$ cat config.mk
export PLATFORM = sky130hd
export DESIGN_NAME = fetch_stage
export DESIGN_NICKNAME = d
export VERILOG_FILES = /design/src/rtl/mips_pkg.sv /design/src/rtl/if_id_register.sv /design/src/rtl/fetch_stage.sv
export SDC_FILE = /design/constraint.sdc
export NUM_CORES = 1
export LEC_CHECK = 0
export BUFFER_PORTS_ARGS = -buffer_cell sky130_fd_sc_hd__buf_2
export CELL_PAD_IN_SITES_DETAIL_PLACEMENT = 0
export CELL_PAD_IN_SITES_GLOBAL_PLACEMENT = 1
export CORE_MARGIN = 2
export CORE_UTILIZATION = 37
export CTS_BUF_LIST = sky130_fd_sc_hd__clkbuf_8
export CTS_CLUSTER_DIAMETER = 200
export DETAILED_ROUTE_END_ITERATION = 8
export GPL_ROUTABILITY_DRIVEN = 0
export PLACE_DENSITY = 0.8
export SLEW_MARGIN = 20
export SYNTH_ARGS = -nofsm -noshare
export SYNTH_HDL_FRONTEND = slang
export SYNTH_SLANG_ARGS = --single-unit
$ cat constraint.sdc
create_clock -name clock -period 2.15 [get_ports clock]
set_input_delay 0.1075 -clock clock [delete_from_list [all_inputs] [get_ports clock]]
set_output_delay 0.1075 -clock clock [all_outputs]
set_load 0.02 [all_outputs]
$ cat src/rtl/mips_pkg.sv
// Constants and types shared by the fetch stage, InstructionMemory and the decode stage.
package mips_pkg;

  localparam int          WORD_W           = 32;
  localparam logic [31:0] NOP_INSTR        = 32'h0000_0000;
  localparam logic [31:0] RESET_PC_DEFAULT = 32'h0000_0000;

  typedef struct packed {
    logic [WORD_W-1:0] instruction;
    logic [WORD_W-1:0] pc_plus4;
    logic              vld;
  } if_id_t;

endpackage

$ cat src/rtl/if_id_register.sv
// Generic pipeline register with hold and flush; flush and reset load the same bubble value.
module if_id_register #(
  parameter int                DATA_W = 65,
  parameter logic [DATA_W-1:0] BUBBLE = '0
) (
  input  logic              clock,
  input  logic              reset_n,
  input  logic              hold,
  input  logic              flush,
  input  logic [DATA_W-1:0] d,
  output logic [DATA_W-1:0] q
);

  // Hold outranks flush so a stalled redirect leaves the register untouched.
  always_ff @(posedge clock) begin
    if (!reset_n) begin
      q <= BUBBLE;
    end else if (!hold) begin
      q <= flush ? BUBBLE : d;
    end
  end

endmodule

$ cat src/rtl/fetch_stage.sv
// Instruction fetch: PC register, sequential/redirect next-PC, range check, and the IF/ID register.
module fetch_stage
  import mips_pkg::*;
#(
  parameter logic [31:0] RESET_PC  = RESET_PC_DEFAULT,
  parameter int          MEM_WORDS = 64,
  parameter logic [31:0] NOP       = NOP_INSTR
) (
  input  logic        clock,
  input  logic        reset_n,
  input  logic        stall,
  input  logic        redirect,
  input  logic [31:0] redirect_target,
  output logic [31:0] im_address,
  input  logic [31:0] im_instruction,
  output logic [31:0] if_id_instruction,
  output logic [31:0] if_id_pc_plus4,
  output logic        if_id_valid,
  output logic        fetch_fault
);

  localparam logic [31:0] RESET_PC_ALIGNED = {RESET_PC[31:2], 2'b00};
  localparam if_id_t      BUBBLE           = '{instruction: NOP, pc_plus4: 32'h0, vld: 1'b0};

  logic [31:0] pc_p0;
  logic [31:0] pc_plus4_p0;
  logic        in_range_p0;
  if_id_t      fetch_p0;
  if_id_t      if_id_p1;

  // Stage p0: current PC drives the memory; result is formed combinationally.
  assign im_address  = pc_p0;
  assign pc_plus4_p0 = pc_p0 + 32'd4;
  assign in_range_p0 = {2'b00, pc_p0[31:2]} < 32'(MEM_WORDS);

  always_comb begin
    fetch_p0             = BUBBLE;
    fetch_p0.pc_plus4    = pc_plus4_p0;
    fetch_p0.vld         = in_range_p0;
    fetch_p0.instruction = in_range_p0 ? im_instruction : NOP;
  end

  always_ff @(posedge clock) begin
    if (!reset_n) begin
      pc_p0       <= RESET_PC_ALIGNED;
      fetch_fault <= 1'b0;
    end else if (!stall) begin
      if (redirect) begin
        pc_p0 <= {redirect_target[31:2], 2'b00};
      end else begin
        pc_p0 <= pc_plus4_p0;
        if (!in_range_p0) fetch_fault <= 1'b1;
      end
    end
  end

  // Stage p1: IF/ID register toward decode.
  if_id_register #(
    .DATA_W ($bits(if_id_t)),
    .BUBBLE (BUBBLE)
  ) u_if_id (
    .clock   (clock),
    .reset_n (reset_n),
    .hold    (stall),
    .flush   (redirect),
    .d       (fetch_p0),
    .q       (if_id_p1)
  );

  assign if_id_instruction = if_id_p1.instruction;
  assign if_id_pc_plus4    = if_id_p1.pc_plus4;
  assign if_id_valid       = if_id_p1.vld;

endmodule

# Yosys cells after proc, flatten, opt, wreduce, memory -nomap -nowiden
# Index checks and enable logic that the tools add are counted.
word_totals:
  elab_cells: 12
  register_bits: 98
classes:
  reduce_logical: 1
  n_bitwise: 3
  addsub: 1
  order_cmp: 1
  muxes: 3
op_table:
  columns: ["operator", "count"]
  rows:
  - ["$mux W65", 1]
  - ["$mux W32", 2]
  - ["$add A32 B3 Y32 const B", 1]
  - ["$lt A30 B7 Y1 const B", 1]
  - ["$not A1 Y1", 3]
  - ["$reduce_and A3 Y1", 1]

# Longest topological paths before layout
logic_depth:
  depth_word: 3
  mapped_depth: 7
  mapped_depth_nobuf: 6

# Cells and area by module
# Synthesis repeated with hierarchy kept, for this count alone.
hier_totals:
  cells_unflattened: 680
  hier_area_um2: 5240.0
by_module_without_submodules:
  columns: ["mod", "area_per_inst_um2", "seq_area_each_um2", "cells_per_inst", "instances"]
  rows:
  - ["fetch_stage", 2819.0, 620.6, 392, 1]
  - ["if_id_register", 2421.1, 1301.2, 288, 1]

# Worst setup path after synthesis
# OpenSTA, ideal clock, no wires.
synth_timing:
  path_kind: "register to register"
  start: "register pc_p0[2], in the netlist im_address[2]"
  end: "register pc_p0[20], in the netlist im_address[20]"
  arrival_ns: 1.828
  setup_slack_ns: 0.202
  path_stages_with_launch: 7
  required_ns: 2.030
  synth_period_minus_slack_ns: 1.948
  path_cell_list: "dfxtp_1 > ha_1 > nand4_1 > nor2_2 > nand3_1 > and3_1 > o31a_1"
synth_between:
  elab_chain_len: 2
synth_lines:
  columns: ["item", "line_no", "rtl"]
  rows:
  - ["from (decl)", "fetch_stage.sv:25", "logic [31:0] pc_p0;"]
  - ["from (signal assigned)", "fetch_stage.sv:49", "pc_p0 <= {redirect_target[31:2], 2'b00};"]
  - ["from (signal assigned)", "fetch_stage.sv:51", "pc_p0 <= pc_plus4_p0;"]
  - ["$add A32 B3 Y32", "fetch_stage.sv:33", "assign pc_plus4_p0 = pc_p0 + 32'd4;"]
  - ["$mux W32", "fetch_stage.sv:48", "if (redirect) begin"]
# Every way passes these cells.
# A chain may end at the register's enable or synchronous reset.

# Worst setup path after layout
layout_timing:
  start: "register pc_p0[13], in the netlist im_address[13]"
  end: "register u_if_id.q[32]"
layout_between:
  elab_chain_len: 2
layout_lines:
  columns: ["item", "line_no", "rtl"]
  rows:
  - ["$add A32 B3 Y32", "fetch_stage.sv:33", null]
  - ["$mux W65", "if_id_register.sv:19", "q <= flush ? BUBBLE : d;"]
  - ["to (signal assigned)", "if_id_register.sv:19", null]
  - ["to (decl)", "if_id_register.sv:11", "output logic [DATA_W-1:0] q"]
# Every way passes these cells.

==> flow_summary.ini <==
[die]
dieHeight_um = 113
die_w_um = 113
core_mm2 = 0.0115
fp-row-count = 39
start_util_pct = 38.1
io_pins = 166
die_area_mm2 = 0.0127

[sta]
finalHoldViolCount = 0
relSlewSlack_pct = 32.2
max_slew.worst_pin.slew_ns = 1.01
rsz0062_at_grt = no
skew_ns = 0.0125
fin_crit_ns = 1.94
timing.final.max_slew_violations = 0
fin_tns_setup_ns = 0
setup_viol = 0
min_period_over_period_pct = 90.1
fmax_ghz = 0.516

[yosys]
synth_area_mm2 = 0.00437
synth_edf_count = 0
ys_seq_elements = 95
synth.distinct_cells = 54
synthArstFlopShare_pct = 0
postSynthCellCount = 504
synth_flop_cell = dfxtp_1
synth.avg_cell_area_um2 = 8.67
yosysWarnings = 0
ys_seq_area_share_pct = 43.5

[setup_path]
crit_buf_inv = 1
cp_top_family = simple AND/OR/NAND/NOR gates
end_kind = flip-flop
slowest_delay_ns = 0.56
crit_slowest_cell = dfxtp_1
cp_max_fo = 9
cp_cell_sequence = nand4_4, nor3_4, buf_4, nand4_1, xor2_1, o21ai_0
worstSetupPathType = reg2reg
cp_data_required_time_ns = 2.45
worst_ep_arrival_time_ns = 2.24
critPathLaunchType = flip-flop

[place]
place_hpwl_mm = 9.50
portBuffers = 161

[clock_tree]
cts_buffers = 9
cts_tree = done
cts_max_path_buffers = 2
post_cts_buffers = 0
h-tree-depth = 3
clk_pin_slew_ns = 0.10
clock-sinks = 95
cts-root-buf = clkbuf_8
clk_latency_ns = 0.38

[flow_run]
drv_cap = 0

[routing]
via_count = 4510
wl_mm = 13.5
first_iter_violations = 352
drtAntennaViolNets = 0
dr.pass1.iters = 5
drc = 0
vias_per_cell = 5.36
wl_per_cell_um = 16.0

[power_and_ir_drop]
powerDensity_mw_per_mm2 = 608
leakage_nw = 2.68
total_power_w = 0.00363
ir_drop_mv = 0.495

[cells_and_area]
drive_gt1_share_pct = 31.8
antenna_cells = 0
synthToLayoutAreaGrowth_pct = 36.6
nets = 763

[global_route]
grt_pass1_wl_mm = 21.9
grt_use_total_pct = 21.4
grt_pass1_vias = 4373
antenna_found_initial = 0
grt_max_degree = 34
grt_overflow_total = 0

[outcome]
status = finished clean

[worst_hold_path]
hold_path.class = in2reg
==> layout make-up <==
type / count / area (um2)
timing repair buffer: 226 / 1410
inverter: 4 / 15.0
fill: 1098 / 5500
multi-input combinational: 358 / 2250
tap: 143 / 179
sequential: 95 / 1900
clock buffer: 9 / 124
clock inverter: 7 / 88.8
==> Yosys cell counts, types with 3 or more instances <==
| cell | n | area share, % |
|---|---|---|
| a21oi_1 | 26 | 3.0 |
| a22o_1 | 33 | 6.6 |
| a22oi_1 | 20 | 3.4 |
| a31oi_1 | 10 | 1.4 |
| and2_1 | 3 | 0.43 |
| and3_1 | 10 | 1.4 |
| and4_1 | 3 | 0.60 |
| buf_2 | 14 | 1.6 |
| buf_4 | 5 | 0.86 |
| clkbuf_1 | 26 | 2.2 |
| dfxtp_1 | 95 | 44 |
| inv_1 | 4 | 0.34 |
| mux2i_1 | 6 | 1.4 |
| nand2_1 | 41 | 3.5 |
| nand3_1 | 15 | 1.7 |
| nand3_2 | 3 | 0.69 |
| nand4_1 | 12 | 1.7 |
| nor2_1 | 48 | 4.1 |
| nor2b_1 | 5 | 0.72 |
| nor3_1 | 9 | 1.0 |
| nor4_1 | 8 | 1.1 |
| o21a_1 | 3 | 0.52 |
| o21ai_0 | 34 | 3.9 |
| or3_1 | 3 | 0.43 |
| xnor2_1 | 10 | 2.0 |
| xor2_1 | 18 | 3.6 |
==> kinds of logic (layout without fill, tap and decap cells) <==
| kind of cell | Yosys count | in the layout | share of synthesized area, % |
|---|---|---|---|
| AO/OA/AOI/OAI | 142 | 142 | 21.7 |
| XOR/XNOR | 28 | 28 | 5.61 |
| adder cells (fa/ha/maj) | 1 | 1 | 0.286 |
| buffers and inverters | 52 | 246 | 5.35 |
| flip-flops | 95 | 95 | 43.5 |
| multiplexers | 8 | 8 | 1.89 |
| other | 1 | 2 | 0.0858 |
| AND/OR/NAND/NOR | 177 | 177 | 21.5 |
==> cell usage in the layout (no fill, tap or decap), types with 12 or more instances in the layout <==
cell and count:
xor2_1 18, nand4_1 12, buf_2 161, buf_4 26, nor2_1 48, dfxtp_1 95
a22o_1 33, a21oi_1 26, a22oi_1 20, o21ai_0 34, nand3_1 15, nand2_1 41
dlygate4sd3_1 37
==> worst min-delay path, stage by stage <==
cell	delay, ns
buf_2	0.10
nor2_1	0.09
o31ai_1	0.07
==> path summary, 6_finish.rpt <==
kind	depth (start not counted)	start	to	slack [ns]
max reg2reg	6	im_address[13]$_SDFFE_PN0N_	u_if_id.q[32]$_SDFFE_PN0N_	0.21
max	6	im_address[13]$_SDFFE_PN0N_	u_if_id.q[32]$_SDFFE_PN0N_	0.21
min	3	redirect_target[8]	im_address[8]$_SDFFE_PN0N_	0.03
min reg2reg	2	u_if_id.q[14]$_SDFFE_PN0N_	u_if_id.q[14]$_SDFFE_PN0N_	0.46
==> through the flow <==
step / std cells / utilization (%) / hold WS (ns) / cell area (um2) / setup WS (ns)
2_1_floorplan: 505 / - / 0.233 / 4370 / 0.202
3_3_place_gp: 789 / 46.9 / 0.320 / 5380 / 0.269
3_5_place_dp: 789 / 46.9 / 0.324 / 5380 / 0.232
4_1_cts: 842 / 52.0 / 0.000257 / 5970 / 0.221
5_1_grt: 842 / 52.1 / 0.0294 / 5970 / 0.0381
6_report: 842 / 52.1 / 0.0290 / 5970 / 0.212
==> flip-flops by register name, summed over array words and instances (netlist names) <==
name         count
u_if_id.q       64
im_address      30
fetch_fault      1
==> routing by layer <==
metal  track usage (%)  share of wire [%]  wire [um]
met3              4.70                7.0        942
met1              28.6                 45       6030
met5                 0                  0          0
met4              7.56                1.4        193
met2              34.1                 47       6290
==> power breakdown <==
group / total [W] / leakage, nW / switching [W] / internal (W)
logic: 0.000540 / 1.81 / 0.000302 / 0.000238
clock network: 0.00122 / 0.106 / 0.000747 / 0.000472
registers: 0.00187 / 0.771 / 0.0000600 / 0.00181
total: 0.00363 / 2.68 / 0.00111 / 0.00252
==> what timing repair did <==
item,CTS,global route
setup endpoints to repair,0,1
hold endpoints to repair,37,0
gates resized for setup,0,1
hold buffers,37,0
Power figures use the tool's default switching activity.
